### src/rtl/fpu_pkg.sv
// Shared floating-point helpers for the min/max reduction datapath.
// Latency: none (constants, types and a combinational helper only).
// Backpressure: not applicable.
//
// Contents:
//   FP_QNAN    canonical quiet NaN reported for frames with no ordered element
//   state_t    reduction FSM states (IDLE / ACC / DONE)
//   fp_is_nan  true for any NaN encoding (exponent all ones, mantissa nonzero)
package fpu_pkg;

    localparam logic [31:0] FP_QNAN = 32'h7FC0_0000;

    typedef enum logic [1:0] {
        ST_IDLE = 2'd0,   // no ordered element held yet
        ST_ACC  = 2'd1,   // max/min hold at least one ordered element
        ST_DONE = 2'd2    // result record presented, input stalled
    } state_t;

    function automatic logic fp_is_nan(input logic [31:0] f);
        return (f[30:23] == 8'hFF) && (f[22:0] != 23'd0);
    endfunction

endpackage

### src/rtl/FloatingCompare.sv
// Combinational IEEE-754 single-precision ordering test: ge = (a >= b).
// Latency: zero cycles, purely combinational.
// Backpressure: not applicable.
//
// Ports:
//   a, b  in  32  operands (callers keep NaNs away; their result is arbitrary)
//   ge    out 1   a ranks at or above b
//
// Sign is treated as a real ordering bit, so +0 ranks above -0. With equal
// signs the magnitude field (exponent:mantissa) orders like an unsigned
// integer, inverted for negative operands. Infinities fall out naturally.
module FloatingCompare (
    input  logic [31:0] a,
    input  logic [31:0] b,
    output logic        ge
);

    logic        sign_a;
    logic        sign_b;
    logic [30:0] mag_a;
    logic [30:0] mag_b;

    assign sign_a = a[31];
    assign sign_b = b[31];
    assign mag_a  = a[30:0];
    assign mag_b  = b[30:0];

    always_comb begin
        ge = 1'b0;
        if (sign_a != sign_b) begin
            // Different signs: the positive operand is the larger one.
            ge = ~sign_a;
        end else if (!sign_a) begin
            ge = (mag_a >= mag_b);
        end else begin
            // Both negative: larger magnitude means smaller value.
            ge = (mag_a <= mag_b);
        end
    end

endmodule

### src/rtl/float_minmax_reduce.sv
// Streaming frame reduction: max, min, their positions, element count, NaN/empty/saturation flags.
// Latency: result record valid the cycle after the last-beat handshake; one element per cycle.
// Backpressure: while a result is held (out_valid && !out_ready) in_ready stays low.
//
// Ports:
//   clk, rst_n                        clock, asynchronous active-low reset
//   in_valid/in_ready/in_data/in_last input element stream, in_last closes a frame
//   out_valid/out_ready               result record handshake
//   out_max, out_min                  frame extremes (FP_QNAN if nothing ordered)
//   out_max_idx, out_min_idx          0-based position of each extreme
//   out_count                         elements accepted, NaNs included, saturating
//   out_nan_seen, out_empty, out_sat  frame flags
//
// The output ports are the accumulator registers themselves, so the record is
// stable for as long as it is held in DONE.
module float_minmax_reduce
    import fpu_pkg::*;
#(
    parameter int CNT_W = 16
) (
    input  logic             clk,
    input  logic             rst_n,
    input  logic             in_valid,
    output logic             in_ready,
    input  logic [31:0]      in_data,
    input  logic             in_last,
    output logic             out_valid,
    input  logic             out_ready,
    output logic [31:0]      out_max,
    output logic [31:0]      out_min,
    output logic [CNT_W-1:0] out_max_idx,
    output logic [CNT_W-1:0] out_min_idx,
    output logic [CNT_W-1:0] out_count,
    output logic             out_nan_seen,
    output logic             out_empty,
    output logic             out_sat
);

    localparam logic [CNT_W-1:0] CNT_MAX = '1;
    localparam logic [CNT_W-1:0] CNT_ONE = {{(CNT_W-1){1'b0}}, 1'b1};

    state_t state;
    state_t state_nxt;

    logic beat;
    logic is_nan;
    logic max_ge;     // in_data >= current max
    logic min_ge;     // current min >= in_data
    logic upd_max;
    logic upd_min;

    // ------------------------------------------------------------------
    // Ordering decisions: one comparator per path, straight off the
    // registered extremes. Bitwise equality is excluded so that ties keep
    // the earlier index.
    // ------------------------------------------------------------------
    FloatingCompare u_cmp_max (
        .a  (in_data),
        .b  (out_max),
        .ge (max_ge)
    );

    FloatingCompare u_cmp_min (
        .a  (out_min),
        .b  (in_data),
        .ge (min_ge)
    );

    assign is_nan  = fp_is_nan(in_data);
    assign upd_max = max_ge && (in_data != out_max);
    assign upd_min = min_ge && (in_data != out_min);

    assign in_ready  = (state != ST_DONE);
    assign out_valid = (state == ST_DONE);
    assign beat      = in_valid && in_ready;

    // ------------------------------------------------------------------
    // FSM
    // ------------------------------------------------------------------
    always_ff @(posedge clk or negedge rst_n) begin
        if (!rst_n) begin
            state <= ST_IDLE;
        end else begin
            state <= state_nxt;
        end
    end

    always_comb begin
        state_nxt = state;
        case (state)
            ST_IDLE: begin
                if (beat) begin
                    if (in_last) begin
                        state_nxt = ST_DONE;
                    end else if (!is_nan) begin
                        state_nxt = ST_ACC;
                    end
                end
            end
            ST_ACC: begin
                if (beat && in_last) begin
                    state_nxt = ST_DONE;
                end
            end
            ST_DONE: begin
                if (out_ready) begin
                    state_nxt = ST_IDLE;
                end
            end
            default: state_nxt = ST_IDLE;
        endcase
    end

    // ------------------------------------------------------------------
    // Accumulators
    // ------------------------------------------------------------------
    always_ff @(posedge clk or negedge rst_n) begin
        if (!rst_n) begin
            out_max      <= 32'd0;
            out_min      <= 32'd0;
            out_max_idx  <= '0;
            out_min_idx  <= '0;
            out_count    <= '0;
            out_nan_seen <= 1'b0;
            out_empty    <= 1'b0;
            out_sat      <= 1'b0;
        end else if (state == ST_DONE) begin
            // Record consumed: start the next frame from a clean slate.
            if (out_ready) begin
                out_max      <= 32'd0;
                out_min      <= 32'd0;
                out_max_idx  <= '0;
                out_min_idx  <= '0;
                out_count    <= '0;
                out_nan_seen <= 1'b0;
                out_empty    <= 1'b0;
                out_sat      <= 1'b0;
            end
        end else if (beat) begin
            // Count first; the element's index is the pre-increment value.
            if (out_count == CNT_MAX) begin
                out_sat <= 1'b1;
            end else begin
                out_count <= out_count + CNT_ONE;
            end

            if (is_nan) begin
                out_nan_seen <= 1'b1;
                // Closing a frame that never saw an ordered element.
                if (in_last && (state == ST_IDLE)) begin
                    out_max     <= FP_QNAN;
                    out_min     <= FP_QNAN;
                    out_max_idx <= '0;
                    out_min_idx <= '0;
                    out_empty   <= 1'b1;
                end
            end else if (state == ST_IDLE) begin
                out_max     <= in_data;
                out_min     <= in_data;
                out_max_idx <= out_count;
                out_min_idx <= out_count;
            end else begin
                if (upd_max) begin
                    out_max     <= in_data;
                    out_max_idx <= out_count;
                end
                if (upd_min) begin
                    out_min     <= in_data;
                    out_min_idx <= out_count;
                end
            end
        end
    end

endmodule

### config.mk
export PLATFORM = sky130hd
export DESIGN_NAME = float_minmax_reduce
export DESIGN_NICKNAME = d
export VERILOG_FILES = /design/src/rtl/fpu_pkg.sv /design/src/rtl/FloatingCompare.sv /design/src/rtl/float_minmax_reduce.sv
export SDC_FILE = /design/constraint.sdc
export NUM_CORES = 1
export LEC_CHECK = 0
export ABC_AREA = 1
export ABC_CLOCK_PERIOD_IN_PS = 1860
export CAP_MARGIN = 20
export CORE_ASPECT_RATIO = 0.9
export CORE_MARGIN = 4
export CORE_UTILIZATION = 33
export CTS_CLUSTER_SIZE = 20
export DETAILED_ROUTE_END_ITERATION = 7
export GPL_TIMING_DRIVEN = 0
export PLACE_DENSITY_LB_ADDON = 0.1
export SLEW_MARGIN = 20
export SYNTH_ARGS = -nofsm -noshare
export SYNTH_HDL_FRONTEND = slang
export SYNTH_SLANG_ARGS = --single-unit
### constraint.sdc
create_clock -name clk -period 1.86 [get_ports clk]
set_input_delay 0.279 -clock clk [delete_from_list [all_inputs] [get_ports clk]]
set_output_delay 0.279 -clock clk [all_outputs]
set_load 0.05 [all_outputs]
## After elaboration in Yosys (flattened, before gate mapping)

Index checks and enable logic that the tools add are counted.

- Add/sub/neg operators: 1
- Multiply operators: 0
- Div/mod/pow operators: 0
- Magnitude comparators: 4
- Eq/ne operators: 15
- Shift operators: 0
- Muxes and demuxes: 48
- Bitwise operators: 2
- Reduce and logical (&&, ||, !) cells: 21

Operator list:

| cell | number |
|---|---|
| 32-bit 2-to-1 mux | 12 |
| 16-bit 2-to-1 mux | 15 |
| 32-bit inequality test | 2 |
| 31-bit greater-or-equal comparator | 2 |
| 31-bit less-or-equal comparator | 2 |
| 23-bit nonzero test | 1 |
| 16-bit by 1-bit adder with 16-bit output (second input constant) | 1 |
| 16-bit == test (second input constant) | 1 |
| 4-bit AND reduction | 4 |
| 1-bit 2-to-1 mux | 15 |
| 2-bit 2-to-1 mux | 5 |
| 3-bit AND reduction | 3 |
| 8-bit == test (second input constant) | 1 |
| 2-bit inequality test (second input constant) | 4 |
| 2-bit nonzero test | 4 |
| 4-bit nonzero test | 2 |
| 1-bit logical AND | 6 |
| 2-bit one-hot mux with 3 select lines | 1 |
| 3-bit by 2-bit inequality test with 1-bit output (second input constant) | 1 |
| 3-bit inequality test (second input constant) | 1 |
| 2-bit by 1-bit == test with 1-bit output (second input constant) | 1 |
| 2-bit == test (second input constant) | 1 |
| 2-bit logical NOT | 1 |
| 1-bit inequality test | 2 |
| 2 further kinds | 3 |

- Register bits after elaboration: 117
- Bits in latches: 0
- Bits in writable memories: 0
- ROM bits: 0
- Bits of input ports: 37
- Output and inout bits: 117
- Logic and storage cells: 100
- Memories: 0

## Longest topological paths before layout

Gate-level depths: netlist of run 1.

- Word-level depth: 9
- Gate-level depth with buffers: 20
- Mapped depth without buffers: 18

## Modules after synthesis

Synthesis of run 1 repeated with hierarchy kept, for this count alone.

- Cell total of the unflattened synthesis: 1179
- Area total of the unflattened synthesis: 8275.4 um^2

Modules (own cells, without submodules):

| module | times used | cells an instance | area each (um^2) | sequential area each (um^2) |
|---|---|---|---|---|
| float_minmax_reduce | 1 | 867 | 6429.9 | 2927.8 |
| FloatingCompare (u_cmp_min) | 1 | 153 | 927.1 | 0.0 |
| FloatingCompare (u_cmp_max) | 1 | 159 | 918.4 | 0.0 |

## Least setup slack after synthesis of run 1

No wires, ideal clock.

- Path kind: reg2reg
- Start: reg out_max[14]
- End: reg out_max[25]
- Arrival: 2181 ps
- Required time: 1741 ps
- Setup slack: -441 ps
- Cell stages (with the launch flop): 20
- Period minus slack after synthesis: 2301 ps
- Path through: dfrtp_1 > inv_1 > ha_1 > nand2_1 > nor2_1 > inv_1 > nor2_2 > nand2_1 > nand2_1 > nand2_1 > nand2_1 > nand2_1 > nand2_1 > nand2_1 > nand2_4 > nand2_4 > buf_6 > buf_8 > nand2_1 > nand2_1

- Cells in the longest elaborated chain, start to end: 6
- Elaborated cells on any way between the ends: 8

RTL lines:

| what | line | text |
|---|---|---|
| start, declared | float_minmax_reduce.sv:29 | `output logic [31:0] out_max,` |
| start signal, assigned | float_minmax_reduce.sv:158 | `out_max <= in_data;` |
| start signal, assigned | float_minmax_reduce.sv:164 | `out_max <= in_data;` |
| 31-bit greater-or-equal comparator / 31-bit less-or-equal comparator (equally long branches) | FloatingCompare.sv:34, FloatingCompare.sv:37 |  |
| 1-bit 2-to-1 mux | FloatingCompare.sv:33 | `end else if (!sign_a) begin` |
| 1-bit 2-to-1 mux | FloatingCompare.sv:30 | `if (sign_a != sign_b) begin` |
| 1-bit logical AND (*) | float_minmax_reduce.sv:70 | `assign upd_max = max_ge && (in_data != out_max);` |
| 4-bit nonzero test (no source line) (*) | -- |  |
| 4-bit AND reduction (no source line) (*) | -- |  |

Every way passes the cells marked *; elsewhere a longest branch is shown, timed or not.
A chain may end at the register's enable or synchronous reset.

## Worst setup path after layout of run 1

- Start: reg out_max[30]
- End: reg out_max_idx[13]

- Cells in the longest elaborated chain, start to end: 6
- Elaborated cells on any way between the ends: 8

RTL lines:

| what | line | text |
|---|---|---|
| 31-bit greater-or-equal comparator / 31-bit less-or-equal comparator (equally long branches) | FloatingCompare.sv:34, FloatingCompare.sv:37 |  |
| 1-bit 2-to-1 mux | FloatingCompare.sv:33 |  |
| 1-bit 2-to-1 mux | FloatingCompare.sv:30 |  |
| 1-bit logical AND (*) | float_minmax_reduce.sv:70 |  |
| 4-bit nonzero test (no source line) (*) | -- |  |
| 4-bit AND reduction (no source line) (*) | -- |  |
| end signal, assigned | float_minmax_reduce.sv:160 | `out_max_idx <= out_count;` |
| end signal, assigned | float_minmax_reduce.sv:165 | `out_max_idx <= out_count;` |
| end, declared | float_minmax_reduce.sv:31 | `output logic [CNT_W-1:0] out_max_idx,` |

Marks and branches as above.

==> qor.yml, run 1 <==
outcome: "complete, but fails checks"
violated_checks: "setup timing"
gr-total-overflow: 0
cts_inserted_buffers: 17
power.density_cell_area_nw_per_um2: 1790
max-slew-margin-rel_pct: 61.6
cts-root-to-sink-buffers: 2
setup_viol: 96
die_height_um: 148
synthDistinctLibCells: 38
critical_path_required_ps: 2160
groute.layer.met2.usage_pct: 29.1
worst_hold_path_type: "primary input to flip-flop"
grt-busiest-layer: "met2"
aggregate_global_route_resource_usage_pct: 19.6
power.ir.vdd_worst_mv: 0.830
critical_path.top_delay_family: "simple AND/OR/NAND/NOR gates"
initial_utilization_pct: 34.0
hpwl_um: 17400
final_net_count: 1266
crit_type: "flip-flop to flip-flop"
antenna_cells: 0
place.detailed.instances: 1384
timing_worst_slew_pin_value_ps: 578
power.leakage_uw: 0.00585
synth_top_cell_by_area: "sky130_fd_sc_hd__dfrtp_1"
synthesis.instances: 944
fraction_of_layout_cells_with_a_size_suffix_above_1_pct: 31.1
cp-start-kind: "flip-flop"
die_area_sq_um: 24100
postSynthRegisterBits: 117
cp_slowest_stage_delay_ps: 410
vias_per_cell: 4.65
clk_pin_slew_worst_paths_ps: 60
grt_pass1_vias: 6826
worst-endpoint-arrival_ps: 2550
gr-usage-met1_pct: 29.1
critical_path_peak_fanout: 7
critPathSlowestCell: "sky130_fd_sc_hd__dfrtp_2"
postLayoutCoreUtil_pct: 52.2
fmax_mhz: 445
tritoncts_clock_tree: "yes"
synth_fp_nets: 1044
yosys_warnings: 0
global_route_wire_length_before_repair_um: 37100
post-synth-top-area-fraction_pct: 41.0
final.hold.worst_slack_ps: 324
final_period_minus_worst_setup_slack_ps: 2250
clock_latency_at_the_later_pin_of_the_worst_skew_pair_ps: 420
cp_most_frequent_cell: "sky130_fd_sc_hd__nand2_1"
firstDrtPassIters: 5
drc_errors: 0
gp_congestion: 0.832
post-route-worst-setup-slack_ps: -386
cts_sinks: 117
critical_path_sink_type: "flip-flop"
port_buffers: 153
grt_start_max_net_pins: 76
syn-mean-instance-area_sq_um: 7.57
io-pin-count: 154
drv_slew: 0
final.setup_skew_ps: 14.5
drt_iter0_markers: 346
top_cells_by_area_synth: "sky130_fd_sc_hd__dfrtp_1 (41%), sky130_fd_sc_hd__nand2_1 (16%), sky130_fd_sc_hd__ha_1 (11%), sky130_fd_sc_hd__nand3_1 (7.6%), sky130_fd_sc_hd__inv_1 (6.1%)"
ys_seq_area_share_pct: 41.0
drv.max_cap_violation_count: 0
placeableCoreArea_sq_um: 21000
global_route.usage.met3_pct: 4.49
final-hold-violation-count: 0
cts_root_buf: "sky130_fd_sc_hd__clkbuf_16"
min_period_over_period_pct: 121
drtAntennaViolNets: 0
final_cell_count_no_fill: 1465
routed_wl_um: 23700
antenna_found_initial: 0
crit_chain: "inv_2 -> ha_4 -> a21o_1 -> nor2_1 -> nand2_2 -> a21oi_4 -> nand3_1 -> nand2_1 -> nand2_2 -> nand2_4 -> nand2_4 -> buf_12 -> clkbuf_16 -> nand2_1 -> nand2_1"
post_synth_instance_area_sq_um: 7150
cts_htree_levels: 4
synthToLayoutAreaGrowth_pct: 53.5
core.rowCount: 50
fp.dieW_um: 163
grt_setup_unrepaired: "true"
timing.critical_path.buf_inv: 3
wl_per_cell_um: 16.2
dr_total_vias: 6810
## cell usage in the layout (no fill, tap or decap), types with 3 or more instances in the layout
master and instances:
sky130_fd_sc_hd__nand2_2 69, sky130_fd_sc_hd__nor2_1 67, sky130_fd_sc_hd__inv_2 24, sky130_fd_sc_hd__clkdlybuf4s50_1 17, sky130_fd_sc_hd__nor3_1 10, sky130_fd_sc_hd__nand2_1 233, sky130_fd_sc_hd__o21ai_0 6, sky130_fd_sc_hd__buf_6 11
sky130_fd_sc_hd__clkbuf_4 4, sky130_fd_sc_hd__ha_4 27, sky130_fd_sc_hd__dlymetal6s2s_1 8, sky130_fd_sc_hd__a21oi_2 8, sky130_fd_sc_hd__o21a_1 3, sky130_fd_sc_hd__dfrtp_2 66, sky130_fd_sc_hd__dlygate4sd2_1 125, sky130_fd_sc_hd__clkbuf_1 6
sky130_fd_sc_hd__clkbuf_16 21, sky130_fd_sc_hd__nor2_2 10, sky130_fd_sc_hd__o21ai_1 3, sky130_fd_sc_hd__buf_2 5, sky130_fd_sc_hd__dfrtp_1 51, sky130_fd_sc_hd__nand2_4 19, sky130_fd_sc_hd__nor2_4 11, sky130_fd_sc_hd__buf_4 51
sky130_fd_sc_hd__buf_12 5, sky130_fd_sc_hd__nand3_1 102, sky130_fd_sc_hd__nand3_2 6, sky130_fd_sc_hd__clkbuf_8 3, sky130_fd_sc_hd__a21o_1 4, sky130_fd_sc_hd__nand4_1 12, sky130_fd_sc_hd__buf_8 6, sky130_fd_sc_hd__a21oi_1 21
sky130_fd_sc_hd__inv_1 99, sky130_fd_sc_hd__ha_1 36
## per-stage QoR
step	power, uW	instance area [sq um]	TNS [ps]	setup slack, ps
global placement	14800	9290	-640860	-5000
finish	19600	11000	-30250	-386
floorplan	11400	7400	-18380	-265
detailed placement	14800	9320	-84290	-982
global route	20900	11000	-43840	-511
CTS	18400	10200	-27890	-332
## Yosys cell counts
| cell | count |
|---|---|
| sky130_fd_sc_hd__a211oi_1 | 1 |
| sky130_fd_sc_hd__a21o_1 | 4 |
| sky130_fd_sc_hd__a21oi_1 | 30 |
| sky130_fd_sc_hd__a31oi_1 | 1 |
| sky130_fd_sc_hd__a41oi_1 | 1 |
| sky130_fd_sc_hd__buf_2 | 16 |
| sky130_fd_sc_hd__buf_4 | 9 |
| sky130_fd_sc_hd__buf_6 | 7 |
| sky130_fd_sc_hd__buf_8 | 2 |
| sky130_fd_sc_hd__clkbuf_1 | 3 |
| sky130_fd_sc_hd__clkbuf_4 | 1 |
| sky130_fd_sc_hd__clkinv_1 | 1 |
| sky130_fd_sc_hd__dfrtp_1 | 117 |
| sky130_fd_sc_hd__ha_1 | 63 |
| sky130_fd_sc_hd__inv_1 | 116 |
| sky130_fd_sc_hd__inv_2 | 7 |
| sky130_fd_sc_hd__inv_4 | 1 |
| sky130_fd_sc_hd__nand2_1 | 303 |
| sky130_fd_sc_hd__nand2_2 | 14 |
| sky130_fd_sc_hd__nand2_4 | 4 |
| sky130_fd_sc_hd__nand3_1 | 109 |
| sky130_fd_sc_hd__nand3_2 | 1 |
| sky130_fd_sc_hd__nand3b_1 | 2 |
| sky130_fd_sc_hd__nand4_1 | 12 |
| sky130_fd_sc_hd__nand4_2 | 1 |
| sky130_fd_sc_hd__nor2_1 | 80 |
| sky130_fd_sc_hd__nor2_2 | 5 |
| sky130_fd_sc_hd__nor2_4 | 3 |
| sky130_fd_sc_hd__nor3_1 | 11 |
| sky130_fd_sc_hd__nor3_2 | 1 |
| sky130_fd_sc_hd__nor3_4 | 1 |
| sky130_fd_sc_hd__nor4_1 | 1 |
| sky130_fd_sc_hd__nor4_2 | 1 |
| sky130_fd_sc_hd__o21a_1 | 3 |
| sky130_fd_sc_hd__o21ai_0 | 8 |
| sky130_fd_sc_hd__o21ai_1 | 1 |
| sky130_fd_sc_hd__o22ai_1 | 2 |
| sky130_fd_sc_hd__or2_2 | 1 |
## where the power goes
group / switching [uW] / internal, uW / leakage (uW)
clock: 1200 / 2080 / 0.000280
sequential: 862 / 3550 / 0.00144
combinational: 7720 / 4210 / 0.00413
## repair_timing
| item | CTS | global route |
|---|---|---|
| pin swaps | 14 | 34 |
| setup endpoints to repair | 217 | 113 |
| endpoints found under the hold margin | 42 | 0 |
| gates resized for setup | 186 | 141 |
| gates cloned | 1 | 4 |
| hold buffers | 1 | 0 |
| setup buffers | 25 | 20 |
## cell type report
| type | instances | area, sq um |
|---|---|---|
| inverter | 125 | 472 |
| sequential | 117 | 3010 |
| clock inverter | 8 | 103 |
| tap | 286 | 358 |
| fill | 2106 | 10000 |
| multi-input combinational | 664 | 4250 |
| timing repair buffer | 205 | 1930 |
| buffer | 36 | 362 |
| clock buffer | 24 | 482 |
## worst paths after layout
check | start | endpoint | slack [ps] | depth (start not counted)
hold / removal | in_data[25] | out_min[25] | 320 | 5
min in group asynchronous | rst_n | out_min[5] | 350 | 2
max in group asynchronous | rst_n | out_min[21] | 760 | 3
setup reg to reg | out_max[30] | out_max_idx[13] | -390 | 15
setup / recovery | out_max[30] | out_max_idx[13] | -390 | 15
hold reg to reg | out_min_idx[15] | out_min_idx[15] | 470 | 2
## logic make-up after synthesis
| group | after synthesis | synth area share (%) |
|---|---|---|
| AO/OA/AOI/OAI | 51 | 3.96 |
| flip-flops | 117 | 41.0 |
| buffers and inverters | 163 | 10.5 |
| AND/OR/NAND/NOR | 550 | 33.6 |
| adder cells (fa/ha/maj) | 63 | 11.0 |
## per-layer routing
layer / wire length, um / vias to the layer above
met3: 1070 / 14
met5: 0 / -
li1: - / 3444
met2: 10200 / 138
met4: 260 / 0
met1: 12200 / 3214
## worst min-delay path, delay by kind of cell
| kind | cells | cell delay (ps) |
|---|---|---|
| AND/OR/NAND/NOR | 3 | 180 |
| buffers and inverters | 2 | 250 |
## flip-flops by register name (all words and copies together) (netlist names)
| signal | cells |
|---|---|
| out_max | 32 |
| out_min | 32 |
| out_count | 16 |
| out_max_idx | 16 |
| out_min_idx | 16 |
| state | 2 |
| out_empty | 1 |
| out_nan_seen | 1 |
| out_sat | 1 |
Power figures use the tool's default switching activity.
==> run 2, diff against run 1 <==
--- a/config.mk
+++ b/config.mk
@@ -6,7 +6,7 @@
 export NUM_CORES = 1
 export LEC_CHECK = 0
 export ABC_AREA = 1
-export ABC_CLOCK_PERIOD_IN_PS = 1860
+export ABC_CLOCK_PERIOD_IN_PS = 2200
 export CAP_MARGIN = 20
 export CORE_ASPECT_RATIO = 0.9
 export CORE_MARGIN = 4
==> constraint.sdc (replaced) <==
create_clock -name clk -period 2.2 [get_ports clk]
set_input_delay 0.33 -clock clk [delete_from_list [all_inputs] [get_ports clk]]
set_output_delay 0.33 -clock clk [all_outputs]
set_load 0.05 [all_outputs]
==> qor.yml, run 2 (synthesized netlist as in run 1, its figures left out) <==
cts-root-to-sink-buffers: 2  # unchanged
drv.max_cap_violation_count: 0  # unchanged
io-pin-count: 154  # unchanged
crit_chain: "inv_2 -> ha_4 -> nand2_4 -> nor2_4 -> nand4_1 -> buf_4 -> inv_2 -> a21oi_2 -> nand2_1 -> nand2_1 -> nand2_1 -> nand2_2 -> nand2_4 -> nand2_8 -> buf_12 -> clkbuf_16 -> nand2_1 -> nand2_1"
cts_sinks: 117  # unchanged
min_period_over_period_pct: 106  # -15 points
worst_hold_path_type: "primary input to flip-flop"
synthToLayoutAreaGrowth_pct: 57.7
crit_type: "flip-flop to flip-flop"
cp-start-kind: "flip-flop"
critical_path_peak_fanout: 7  # unchanged
share_clk_of_total_power_pct: 17.3  # +0.6 points
grt_start_max_net_pins: 61  # -20%
port_buffers: 153  # unchanged
antenna_found_initial: 0  # unchanged
final.setup_skew_ps: 11.1  # -3.35 ps
violated_checks: "setup timing"
cp_slowest_stage_delay_ps: 380  # -30 ps
global_route_wire_length_before_repair_um: 36500  # -1.6%
placeableCoreArea_sq_um: 21000  # unchanged
tritoncts_clock_tree: "yes"
hpwl_um: 16300  # -6.4%
setup_viol: 76  # -21%
largestRegisters: "out_max (32), out_min (32)"
reg2reg_setup_slack_ps: -140  # +250 ps
layout.cells.most_common: "sky130_fd_sc_hd__nand2_1"
critical_path.reg2reg.startpoint: "out_max[28]"
vias_per_cell: 4.71  # +1.2%
routed_wl_um: 23900  # +0.76%
max-slew-margin-rel_pct: 62.4  # +0.77 points
power.share.switching_pct: 48.3  # -1.5 points
power_frac_comb_pct: 61.9  # +1.1 points
power.density_cell_area_nw_per_um2: 1570  # -12%
power.leakage_uw: 0.00567  # -3.2%
final_net_count: 1277  # +0.87%
final-hold-violation-count: 0  # unchanged
layout.cells.most_common_list: "sky130_fd_sc_hd__nand2_1 (203), sky130_fd_sc_hd__clkdlybuf4s50_1 (121), sky130_fd_sc_hd__inv_1 (102), sky130_fd_sc_hd__nand3_1 (100), sky130_fd_sc_hd__nand2_2 (91)"
clock_latency_at_the_later_pin_of_the_worst_skew_pair_ps: 420  # about the same
rr_worst_depth: 18  # +3
cp_most_frequent_cell: "sky130_fd_sc_hd__nand2_1"
die_area_sq_um: 24100  # unchanged
worst_hold_path.num_cells: 5  # unchanged
clk_pin_slew_worst_paths_ps: 60  # about the same
dr_total_vias: 6946  # +2.0%
cts_inserted_buffers: 17  # unchanged
fp.dieW_um: 163  # unchanged
grt_pass1_vias: 6651  # -2.6%
gp_congestion: 0.827  # -0.58%
worst_hold_path.endpoint: "out_max[9]"
drv_slew: 0  # unchanged
die_height_um: 148  # unchanged
hp-start: "in_data[9]"
cts_root_buf: "sky130_fd_sc_hd__clkbuf_16"
fmax_mhz: 428  # -3.8%
postLayoutCoreUtil_pct: 53.6  # +1.4 points
gr-total-overflow: 0  # unchanged
drt_iter0_markers: 327  # -5.5%
place_ws_ps: -727  # +256 ps
critPathSlowestCell: "sky130_fd_sc_hd__dfrtp_2"
cts_htree_levels: 4  # unchanged
grt_setup_unrepaired: "true"
critical_path_required_ps: 2510  # +350 ps
outcome: "complete, but fails checks"
p_int_uw: 9130  # -7.1%
wl_per_cell_um: 16.2  # about the same
initial_utilization_pct: 34.0  # unchanged
critical_path_sink_type: "flip-flop"
antenna_cells: 0  # unchanged
sequentialPowerShare_pct: 20.8  # -1.7 points
worst-endpoint-arrival_ps: 2650  # +100 ps
aggregate_global_route_resource_usage_pct: 19.2  # -0.38 points
drtAntennaViolNets: 0  # unchanged
final_period_minus_worst_setup_slack_ps: 2340  # +89.0 ps
firstDrtPassIters: 5  # unchanged
timing_worst_slew_pin_value_ps: 562  # -15.7 ps
timing.rr.end: "out_max[25]"
power.ir.vdd_worst_mv: 0.966  # +16%
fraction_of_layout_cells_with_a_size_suffix_above_1_pct: 30.6  # -0.54 points
drc_errors: 0  # unchanged
switchingPower_uw: 8540  # -13%
core.rowCount: 50  # unchanged
post-route-worst-setup-slack_ps: -135  # +251 ps
==> run 2: area by class of cell <==
cell class / count / area (sq um)
timing repair buffer: 217 / 2210
inverter: 125 / 474
buffer: 35 / 378
sequential: 117 / 2970
fill: 2064 / 9750
clock inverter: 14 / 201
multi-input combinational: 664 / 4250
tap: 286 / 358
clock buffer: 18 / 429
==> run 2: worst max path at each step <==
| stage | start | end | cells past startpoint |
|---|---|---|---|
| 2_1_floorplan | out_max[4] | out_max[25] | 18 |
| 3_3_place_gp | rst_n | out_max[26] | 1 |
| 3_5_place_dp | in_data[28] | out_max_idx[4] | 15 |
| 4_1_cts | out_max[8] | out_max[26] | 18 |
| 5_1_grt | out_max[28] | out_max[25] | 17 |
| 6_report | out_max[28] | out_max[25] | 18 |
==> run 2: timing repair <==
action,in CTS,in global routing
gates resized for setup,92,186
hold endpoints to repair,57,0
setup endpoints to repair,98,102
gates cloned,1,6
pin swaps,24,42
hold buffers,1,0
buffers inserted,23,32
==> run 2: power groups by stage <==
stage / logic, uW / clock network (uW) / registers [uW]
3_3_place_gp: 8480 / 0 / 3670
2_1_floorplan: 3390 / 0 / 5950
4_1_cts: 9410 / 3100 / 3580
6_report: 10900 / 3050 / 3670
5_1_grt: 11800 / 3190 / 3770
3_5_place_dp: 8550 / 0 / 3650
==> run 2: layer usage <==
metal | vias to the layer above | GRT usage [%] | share of wire, %
li1 | 3468 | - | -
met1 | 3291 | 27.8 | 49
met2 | 169 | 28.7 | 45
met3 | 18 | 4.38 | 4.9
met4 | 0 | 5.70 | 1.5
met5 | - | 0 | 0
==> run 2: critical path, delay by kind of cell (launching register included) <==
family                   cells  cell delay, ps
flip-flops                   1             380
AND/OR/NAND/NOR             11             880
buffers and inverters        5             620
adder cells (fa/ha/maj)      1             270
AO/OA/AOI/OAI                1              70
==> run 2: stage by stage <==
stage	TNS, ps	cell area (sq um)	hold slack, ps	total power, uW	cells
floorplan	0	7190	34.4	9340	944
global placement	-571630	9080	456	12200	1383
detailed placement	-59090	9110	298	12200	1384
CTS	-1570	10200	429	16100	1440
global route	-17610	11300	390	18700	1476
finish	-5830	11300	344	17700	1476
